File: config.mk
export PLATFORM = sky130hd
export DESIGN_NAME = mem_port_arbiter
export DESIGN_NICKNAME = d
export VERILOG_FILES = /design/src/rtl/mem_arb_pkg.sv /design/src/rtl/mem_arb_sel.sv /design/src/rtl/mem_port_arbiter.sv
export SDC_FILE = /design/constraint.sdc
export NUM_CORES = 1
export LEC_CHECK = 0
export ABC_AREA = 1
export CAP_MARGIN = 20
export CORE_AREA = 10 10 99 101
export CTS_BUF_LIST = sky130_fd_sc_hd__clkbuf_2
export CTS_CLUSTER_SIZE = 28
export DETAILED_ROUTE_END_ITERATION = 6
export DIE_AREA = 0 0 109 111
export HOLD_SLACK_MARGIN = 0.1
export PLACE_DENSITY = 0.76
export SYNTH_ARGS = -nofsm -noshare
export SYNTH_HDL_FRONTEND = slang
export SYNTH_SLANG_ARGS = --single-unit
File: constraint.sdc
create_clock -name clk -period 1.9 [get_ports clk]
set_input_delay 0.57 -clock clk [delete_from_list [all_inputs] [get_ports clk]]
set_output_delay 0.57 -clock clk [all_outputs]
set_load 0.01 [all_outputs]
File: src/rtl/mem_arb_pkg.sv
// Shared types and defaults for the single-port SRAM arbiter between the fetch and
// data requesters.
package mem_arb_pkg;

  localparam int unsigned ADDR_W_DEF      = 32;
  localparam int unsigned DATA_W_DEF      = 32;
  localparam int unsigned DATA_STREAK_DEF = 4;

  // Wide enough for the largest permitted DATA_STREAK (15).
  localparam int unsigned STREAK_W = 4;

  // Owner of the access issued last cycle, i.e. who the SRAM output belongs to now.
  typedef enum logic [1:0] {
    OwnNone = 2'd0,
    OwnIf   = 2'd1,
    OwnDRd  = 2'd2,
    OwnDWr  = 2'd3
  } owner_e;

endpackage

File: src/rtl/mem_arb_sel.sv
// Combinational priority selector: data first, except when a waiting fetch has been
// passed over DATA_STREAK times in a row.
module mem_arb_sel
  import mem_arb_pkg::*;
#(
  parameter int unsigned DATA_STREAK = DATA_STREAK_DEF
) (
  input  logic                if_req,
  input  logic                d_req,
  input  logic [STREAK_W-1:0] streak,
  output logic                sel_if,
  output logic                sel_d
);

  logic w_streak_full;

  assign w_streak_full = (streak == STREAK_W'(DATA_STREAK));

  always_comb begin
    sel_d  = 1'b0;
    sel_if = 1'b0;
    if (d_req && !(if_req && w_streak_full)) begin
      sel_d = 1'b1;
    end else if (if_req) begin
      sel_if = 1'b1;
    end
  end

endmodule

File: src/rtl/mem_port_arbiter.sv
// Shares one synchronous SRAM port between instruction fetch and data accesses, and
// routes each one-cycle-latency response back to the requester that issued it.
module mem_port_arbiter
  import mem_arb_pkg::*;
#(
  parameter int unsigned ADDR_W      = ADDR_W_DEF,
  parameter int unsigned DATA_W      = DATA_W_DEF,
  parameter int unsigned DATA_STREAK = DATA_STREAK_DEF
) (
  input  logic                clk,
  input  logic                rst_n,

  input  logic                if_req,
  input  logic [ADDR_W-1:0]   if_addr,
  input  logic                if_flush,
  output logic                if_gnt,
  output logic                if_rvalid,
  output logic [DATA_W-1:0]   if_rdata,

  input  logic                d_req,
  input  logic [DATA_W/8-1:0] d_we,
  input  logic [ADDR_W-1:0]   d_addr,
  input  logic [DATA_W-1:0]   d_wdata,
  output logic                d_gnt,
  output logic                d_rvalid,
  output logic [DATA_W-1:0]   d_rdata,
  output logic                d_wack,

  output logic                sram_en,
  output logic [DATA_W/8-1:0] sram_we,
  output logic [ADDR_W-1:0]   sram_addr,
  output logic [DATA_W-1:0]   sram_wdata,
  input  logic [DATA_W-1:0]   sram_rdata
);

  owner_e              r_owner;
  owner_e              w_owner_d;
  logic [STREAK_W-1:0] r_streak;
  logic [STREAK_W-1:0] w_streak_d;
  logic                w_sel_if;
  logic                w_sel_d;

  mem_arb_sel #(
    .DATA_STREAK(DATA_STREAK)
  ) u_sel (
    .if_req (if_req),
    .d_req  (d_req),
    .streak (r_streak),
    .sel_if (w_sel_if),
    .sel_d  (w_sel_d)
  );

  // Grants are suppressed during reset so nothing issued then can produce a response.
  assign if_gnt = w_sel_if & rst_n;
  assign d_gnt  = w_sel_d & rst_n;

  always_comb begin
    sram_en    = 1'b0;
    sram_we    = '0;
    sram_addr  = '0;
    sram_wdata = '0;
    if (d_gnt) begin
      sram_en    = 1'b1;
      sram_we    = d_we;
      sram_addr  = d_addr;
      sram_wdata = d_wdata;
    end else if (if_gnt) begin
      sram_en   = 1'b1;
      sram_addr = if_addr;
    end
  end

  always_comb begin
    w_owner_d = OwnNone;
    if (d_gnt) begin
      w_owner_d = (|d_we) ? OwnDWr : OwnDRd;
    end else if (if_gnt && !if_flush) begin
      w_owner_d = OwnIf;
    end
  end

  // The streak only counts data grants that actually kept a fetch waiting.
  always_comb begin
    w_streak_d = r_streak;
    if (!if_req || if_gnt) begin
      w_streak_d = '0;
    end else if (d_gnt && (r_streak < STREAK_W'(DATA_STREAK))) begin
      w_streak_d = r_streak + STREAK_W'(1);
    end
  end

  always_ff @(posedge clk) begin
    if (!rst_n) begin
      r_owner  <= OwnNone;
      r_streak <= '0;
    end else begin
      r_owner  <= w_owner_d;
      r_streak <= w_streak_d;
    end
  end

  always_comb begin
    if_rvalid = 1'b0;
    if_rdata  = '0;
    d_rvalid  = 1'b0;
    d_rdata   = '0;
    d_wack    = 1'b0;
    if (rst_n) begin
      unique case (r_owner)
        OwnIf: begin
          if_rvalid = !if_flush;
          if_rdata  = sram_rdata;
        end
        OwnDRd: begin
          d_rvalid = 1'b1;
          d_rdata  = sram_rdata;
        end
        OwnDWr:  d_wack = 1'b1;
        OwnNone: ;
      endcase
    end
  end

endmodule

==> results_dict.tcl, run 1 <==
set metrics [dict create \
    run_status "complete, but fails checks" \
    failed_checks "negative setup slack" \
    final_slew_viol_count 0 \
    critical_path.startpoint_type "input port" \
    core_area_um2 7969 \
    post-route-worst-setup-slack_ns -0.3837 \
    fin_crit_sh 1.202 \
    htreeDepth 1 \
    finalClockSkew_ns 0.001643 \
    slew_headroom 0.7468 \
    cp_slowest_cell "sky130_fd_sc_hd__clkdlybuf4s15_2" \
    worstReg2RegEnd "r_streak[2]$_SDFFE_PP0P_" \
    internal_power_uw 777.6 \
    final_core_util 0.7254 \
    clockBufferDepth 2 \
    area_growth_pct 245.5 \
    crit_end "sram_wdata[17]" \
    post-route-drc-count 0 \
    grt_start_max_net_pins 35 \
    setup-violations-final 132 \
    numPortBuffers 274 \
    path_class "in -> out" \
    synth.lib_cells_used.distinct 18 \
    cp.required_ns 1.33 \
    synth_top_flop_cell "sky130_fd_sc_hd__dfxtp_1" \
    switching_share 0.3996 \
    transition_time_of_the_tightest_slew_check_pin_ns 0.3798 \
    critPathMaxStageDelay_ns 0.19 \
    track_usage 0.2012 \
    ys_async_sr_fraction 0 \
    irDropWorstVdd_v 0.0001904 \
    yosys_register_bits 6 \
    family_with_the_most_delay_on_the_worst_path "buffers and inverters" \
    layout.cells.non_filler 781 \
    cp.depth 10 \
    tritoncts "done" \
    fmax_mhz 437.9 \
    power.static_leakage_nw 2.976 \
    die-area_um2 12100 \
    final.min_clock_period_ns 2.284 \
    seq_power_share 0.104 \
    syn_nets 483 \
    post-place-cells 720 \
    antenna_cells 0 \
    proportion_of_layout_cells_with_a_drive_suffix_above_1 0.5562 \
    grt_remaining_overflow 0 \
    number_of_enable_type_register_cells_in_the_synthesized_netlist 0 \
    drt.antenna.violating_nets 0 \
    detail_route.wl_per_cell_um 18.89 \
    cp_cell_sequence "clkdlybuf4s15_2 -> nand2_2 -> inv_2 -> nand3_4 -> buf_6 -> nand3_4 -> buf_12 -> buf_6 -> nor2_4 -> buf_6" \
    power.share.combinational 0.823 \
    cp.arrival_ns 1.71 \
    max-cap-violations 0 \
    power.net_switching_uw 517.6 \
    antenna_found_initial 0 \
    die_width_um 109 \
    routed_wl_mm 14.75 \
    synthesis.yosys.warnings 0 \
    worst_hold_path_type "reg -> reg" \
    worst-r2r-setup-slack_ns 0.44 \
    insertion_delay_ns 0.23 \
    vias 3557 \
    timing.critical_path.from "if_req" \
    power-per-cell-area_nw_per_um2 224.1 \
    viasPerCell 4.554 \
    globalplace.congestion 0.8571 \
    placement.setup.worst_slack_ns -0.9728 \
    unrepaired_setup_endpoints_after_global_routing "yes" \
    clk_transition_reported_paths_ns 0.06 \
    first_global_vias 3555 \
    root_buffer "sky130_fd_sc_hd__clkbuf_2" \
    clkPwrFrac 0.072 \
    yosysSeqAreaShare 0.07180 \
    synthesized_area_per_cell_um2 4.863 \
    critPathBufInv 6 \
    layout.cell_area.non_filler_um2 5781 \
    io_pins 275 \
    drt_first_iter_violations 135 \
    worstSetupEndpointType "output pin" \
    rows 33 \
    finish.net_count 817 \
    timing.reg2reg.worst_path_depth 10 \
    critPathMostFrequentCell "sky130_fd_sc_hd__buf_6" \
    grt_first_pass_wirelength_mm 19.81 \
    final.setup.tns_ns -28.53 \
    floorplan.die.height_um 111 \
    hold_violations 0 \
    drt_pre_antenna_iters 4 \
    initial_core_util 0.2099 \
    syn_inst 344 \
    critical_path.max_fanout 5 \
    post_dp_cell_area_um2 4621 \
    synth.cell_area_um2 1673 \
    numCtsBuffers 3 \
    tritoncts_num_sinks 6 \
    post-dp-hpwl_mm 9.903 \
    critical_r2r_launch "r_streak[0]$_SDFFE_PP0P_" \
]
routing by layer:
| metal | wire, um | global-route usage | part of all wire |
|---|---|---|---|
| met3 | 1269 | 0.07209 | 0.086 |
| met4 | 416 | 0.01671 | 0.028 |
| met2 | 8142 | 0.3862 | 0.55 |
| met1 | 4921 | 0.2062 | 0.33 |
| met5 | 0 | 0 | 0 |
final cells by class:
class	instances	area [um2]
Timing Repair Buffer	357	3496
Fill cell	582	2188
Multi-Input combinational cell	227	1699
Inverter	83	314.1
Tap cell	105	131.4
Sequential cell	6	125.1
Clock buffer	3	15.01
repair_timing:
action | 4_1_cts | 5_1_grt
resized for setup | 636 | 239
buffers inserted | 30 | 21
pin swaps | 32 | 47
gates cloned | 9 | 4
endpoints found under the setup margin | 138 | 137
hold buffers | 0 | 0
worst register-to-register path, cell delays in order (launching register included):
cell and delay (ns):
sky130_fd_sc_hd__dfxtp_2 0.32, sky130_fd_sc_hd__inv_2 0.07, sky130_fd_sc_hd__ha_4 0.14, sky130_fd_sc_hd__nand2_2 0.05
sky130_fd_sc_hd__inv_2 0.07, sky130_fd_sc_hd__nand3_4 0.12, sky130_fd_sc_hd__buf_8 0.18, sky130_fd_sc_hd__buf_8 0.13
sky130_fd_sc_hd__buf_4 0.13, sky130_fd_sc_hd__nand3_1 0.08, sky130_fd_sc_hd__nor2_1 0.07
Yosys cell counts, types with 2 or more instances:
cell type / count / share of area
sky130_fd_sc_hd__nand3_1: 34 / 0.10
sky130_fd_sc_hd__buf_6: 3 / 0.020
sky130_fd_sc_hd__buf_4: 8 / 0.036
sky130_fd_sc_hd__dfxtp_1: 6 / 0.072
sky130_fd_sc_hd__nand3_2: 3 / 0.018
sky130_fd_sc_hd__nand4_1: 37 / 0.14
sky130_fd_sc_hd__nor2_1: 101 / 0.23
sky130_fd_sc_hd__inv_1: 82 / 0.18
sky130_fd_sc_hd__buf_2: 16 / 0.048
sky130_fd_sc_hd__nor2_2: 7 / 0.026
sky130_fd_sc_hd__ha_1: 2 / 0.015
sky130_fd_sc_hd__nand2_1: 39 / 0.088
registers in the layout, indices dropped and copies added, names as in the netlist:
| name | cells |
|---|---|
| r_streak | 4 |
| r_owner | 2 |
layout by cell type (no fill, tap or decap), types with 6 or more instances in the layout:
| master | netlist | layout |
|---|---|---|
| sky130_fd_sc_hd__nand3_2 | 3 | 29 |
| sky130_fd_sc_hd__nand4_1 | 37 | 37 |
| sky130_fd_sc_hd__nor2_4 | 0 | 43 |
| sky130_fd_sc_hd__nand2_2 | 1 | 8 |
| sky130_fd_sc_hd__buf_2 | 16 | 87 |
| sky130_fd_sc_hd__buf_12 | 0 | 13 |
| sky130_fd_sc_hd__buf_16 | 0 | 6 |
| sky130_fd_sc_hd__nor2_2 | 7 | 35 |
| sky130_fd_sc_hd__nand2_1 | 39 | 29 |
| sky130_fd_sc_hd__clkdlybuf4s50_1 | 0 | 129 |
| sky130_fd_sc_hd__inv_2 | 1 | 20 |
| sky130_fd_sc_hd__buf_4 | 8 | 25 |
| sky130_fd_sc_hd__buf_6 | 3 | 81 |
| sky130_fd_sc_hd__inv_1 | 82 | 62 |
| sky130_fd_sc_hd__nor2_1 | 101 | 30 |
power groups by stage:
stage               clock network, mW  logic, mW  registers (mW)
finish                         0.0939       1.07           0.135
global route                    0.109       1.13           0.135
CTS                            0.0963      0.865           0.134
detailed placement                  0      0.832           0.135
global placement                    0      0.822           0.134
floorplan                           0      0.260           0.134
worst min path at each step:
stage,from,endpoint,cells after the start
6_report,r_streak[3]$_SDFFE_PP0P_,r_streak[3]$_SDFFE_PP0P_,3
5_1_grt,r_streak[3]$_SDFFE_PP0P_,r_streak[3]$_SDFFE_PP0P_,3
4_1_cts,r_streak[3]$_SDFFE_PP0P_,r_streak[3]$_SDFFE_PP0P_,3
3_5_place_dp,r_streak[1]$_SDFFE_PP0P_,r_streak[1]$_SDFFE_PP0P_,4
3_3_place_gp,r_streak[1]$_SDFFE_PP0P_,r_streak[1]$_SDFFE_PP0P_,4
2_1_floorplan,r_streak[3]$_SDFFE_PP0P_,r_streak[3]$_SDFFE_PP0P_,2
logic make-up after synthesis:
kind of cell,count (synthesis),synth area share
xor+xnor,1,0.005237
simple gates,223,0.6058
fa+ha+maj,2,0.01496
compound gates,1,0.002989
flops,6,0.07181
buf+inv,111,0.2992
per-stage QoR:
stage | hold slack (ns) | power [mW]
2_1_floorplan | 0.4490 | 0.3945
3_3_place_gp | 0.5290 | 0.9563
3_5_place_dp | 0.5478 | 0.9665
4_1_cts | 0.6049 | 1.095
5_1_grt | 0.6633 | 1.372
6_report | 0.6169 | 1.295
Note: power is estimated with default switching activity, not from simulation.
==> run 2, diff against run 1 <==
--- a/config.mk
+++ b/config.mk
@@ -6,13 +6,12 @@
 export NUM_CORES = 1
 export LEC_CHECK = 0
 export ABC_AREA = 1
-export CAP_MARGIN = 20
 export CORE_AREA = 10 10 99 101
 export CTS_BUF_LIST = sky130_fd_sc_hd__clkbuf_2
 export CTS_CLUSTER_SIZE = 28
 export DETAILED_ROUTE_END_ITERATION = 6
 export DIE_AREA = 0 0 109 111
-export HOLD_SLACK_MARGIN = 0.1
+export HOLD_SLACK_MARGIN = 0.06
 export PLACE_DENSITY = 0.76
 export SYNTH_ARGS = -nofsm -noshare
 export SYNTH_HDL_FRONTEND = slang
==> results of run 2 <==
Same layout as run 1: the final DEF is identical, and so are final timing and power.
==> run 3, diff against run 2 <==
--- a/config.mk
+++ b/config.mk
@@ -6,13 +6,15 @@
 export NUM_CORES = 1
 export LEC_CHECK = 0
 export ABC_AREA = 1
-export CORE_AREA = 10 10 99 101
+export CORE_AREA = 10 10 97 99
 export CTS_BUF_LIST = sky130_fd_sc_hd__clkbuf_2
 export CTS_CLUSTER_SIZE = 28
 export DETAILED_ROUTE_END_ITERATION = 6
-export DIE_AREA = 0 0 109 111
+export DIE_AREA = 0 0 107 109
+export DONT_BUFFER_PORTS = 1
 export HOLD_SLACK_MARGIN = 0.06
-export PLACE_DENSITY = 0.76
+export PLACE_DENSITY = 0.32
+export SKIP_CTS_REPAIR_TIMING = 1
 export SYNTH_ARGS = -nofsm -noshare
 export SYNTH_HDL_FRONTEND = slang
 export SYNTH_SLANG_ARGS = --single-unit
==> run 3 against run 2 <==
  * The run still ends with negative setup slack left
  * Sequential cell count is the same
  * Non-clock buffer count shrank 236
  * Total power shrank 44%
  * Sequential share of layout area grew 1.8 points
  * Combinational power shrank 53%
  * Utilization shrank 31 points
  * Worst hold slack lost 0.13 ns
  * Register-to-register slack gained 0.09 ns
  * Critical path depth shrank 1
==> results_dict.tcl, run 3 (synthesized netlist as in run 1, its figures left out) <==
set metrics [dict create \
    irDropWorstVdd_v 0.0001686 \
    power.share.combinational 0.695 \
    failed_checks "negative setup slack" \
    layout_commonest_cell "sky130_fd_sc_hd__buf_4" \
    clk_transition_reported_paths_ns 0.06 \
    final.min_clock_period_ns 2.118 \
    viasPerCell 4.649 \
    final_cell_mix "sky130_fd_sc_hd__buf_4, sky130_fd_sc_hd__inv_1, sky130_fd_sc_hd__nor2_1, sky130_fd_sc_hd__nand4_1, sky130_fd_sc_hd__nand3_1" \
    final_slew_viol_count 0 \
    htreeDepth 1 \
    seq_power_share 0.182 \
    tritoncts_num_sinks 6 \
    largest_register_ff_count 4 \
    antenna_found_initial 0 \
    unrepaired_setup_endpoints_after_global_routing "yes" \
    power.net_switching_uw 334.2 \
    p_total_uw 724.5 \
    core_area_um2 7527 \
    first_global_vias 2214 \
    area_growth_pct 87.21 \
    slew_headroom 0.8496 \
    die_width_um 107 \
    insertion_delay_ns 0.22 \
    run_status "complete, but fails checks" \
    critical_path.startpoint_type "register" \
    finish.net_count 581 \
    grt_start_max_net_pins 41 \
    drt.antenna.violating_nets 0 \
    hold_violations 0 \
    multi_input_comb_area_um2 1341 \
    initial_core_util 0.2222 \
    worst_hold_path_type "reg -> reg" \
    post-route-worst-setup-slack_ns -0.2184 \
    finalClockSkew_ns 0.001649 \
    post-route-drc-count 0 \
    track_usage 0.1473 \
    clockBufferDepth 2 \
    grt_first_pass_wirelength_mm 13.64 \
    numCtsBuffers 3 \
    register_area_um2 122.6 \
    finalHoldWorstSlack_ns 0.4839 \
    io_pins 275 \
    switching_share 0.4612 \
    die-area_um2 11660 \
    setup-violations-final 71 \
    antenna_cells 0 \
    worstSetupEndpointType "output pin" \
    final.setup.tns_ns -11.09 \
    transition_time_of_the_tightest_slew_check_pin_ns 0.2264 \
    placement.setup.worst_slack_ns 0.005030 \
    largest_registers_in_the_final_layout "r_streak x4, r_owner x2" \
    critical_path.max_fanout 7 \
    numPortBuffers 0 \
    fin_crit_sh 1.115 \
    drt_first_iter_violations 150 \
    vias 2520 \
    detail_route.wl_per_cell_um 20.60 \
    power.static_leakage_nw 1.797 \
    number_of_filler_instances_in_the_final_layout 799 \
    rows 32 \
    path_class "reg -> out" \
    drt_pre_antenna_iters 4 \
    tritoncts "done" \
    root_buffer "sky130_fd_sc_hd__clkbuf_2" \
    post-dp-hpwl_mm 8.618 \
    proportion_of_layout_cells_with_a_drive_suffix_above_1 0.4568 \
    globalplace.congestion 0.8387 \
    power-per-cell-area_nw_per_um2 231.3 \
    cp.required_ns 1.33 \
    internal_power_uw 390.3 \
    grt_remaining_overflow 0 \
    max-cap-violations 0 \
    fmax_mhz 472.0 \
    routed_wl_mm 11.16 \
    cp.arrival_ns 1.55 \
    floorplan.die.height_um 109 \
    clkPwrFrac 0.123 \
    most_flop_heavy_register "r_streak" \
]
==> run 3: cell count changes in the layout (fill, tap and decap cells not counted), sizes merged <==
cell           change
buf              -103
clkbuf             +1
clkdlybuf4s15      -2
clkdlybuf4s50    -129
dlymetal6s2s       -3
==> run 3: power by group through the flow <==
stage          combinational, mW  clock [mW]  sequential [mW]
2_1_floorplan              0.260           0            0.134
3_3_place_gp               0.390           0            0.134
3_5_place_dp               0.391           0            0.134
4_1_cts                    0.392      0.0960            0.132
5_1_grt                    0.544       0.100            0.132
6_report                   0.503      0.0892            0.132
==> run 3: final timing paths <==
path                       startpoint                       end  slack (ns)  cells past startpoint
max          r_streak[1]$_SDFFE_PP0P_            sram_wdata[10]       -0.22                      9
max reg2reg  r_streak[1]$_SDFFE_PP0P_     r_owner[1]$_SDFF_PN0_        0.53                      9
min reg2reg  r_streak[3]$_SDFFE_PP0P_  r_streak[3]$_SDFFE_PP0P_        0.48                      2
min          r_streak[3]$_SDFFE_PP0P_  r_streak[3]$_SDFFE_PP0P_        0.48                      2
==> run 3: critical path, cell delays in order, from the launching register on <==
cell	delay (ns)
sky130_fd_sc_hd__dfxtp_2	0.33
sky130_fd_sc_hd__inv_2	0.05
sky130_fd_sc_hd__ha_4	0.15
sky130_fd_sc_hd__nand2_2	0.05
sky130_fd_sc_hd__inv_2	0.04
sky130_fd_sc_hd__nand3_4	0.09
sky130_fd_sc_hd__nand3_4	0.19
sky130_fd_sc_hd__clkbuf_16	0.23
sky130_fd_sc_hd__nor2_2	0.07
sky130_fd_sc_hd__buf_4	0.12
==> run 3: metal layers <==
metal / share of wire / up-vias / global-route usage
met5: 0 / - / 0
met3: 0.085 / 4 / 0.05664
met4: 0.0085 / 0 / 0.02031
met2: 0.56 / 144 / 0.2902
li1: - / 1232 / -
met1: 0.34 / 1140 / 0.1455
==> run 3: cell type report <==
type                       instances  share of cell area
clock buffer                       3            0.004794
timing repair buffer             121              0.3867
tap                              102             0.04075
sequential                         6             0.03915
multi-input combinational        227              0.4283
inverter                          83              0.1003
==> run 3: per-stage QoR <==
step / util / cells / area, um2
2_1_floorplan: - / 344 / 1673
3_3_place_gp: 0.3318 / 526 / 2497
3_5_place_dp: 0.3318 / 526 / 2497
4_1_cts: 0.3338 / 529 / 2512
5_1_grt: 0.4161 / 542 / 3132
6_report: 0.4161 / 542 / 3132
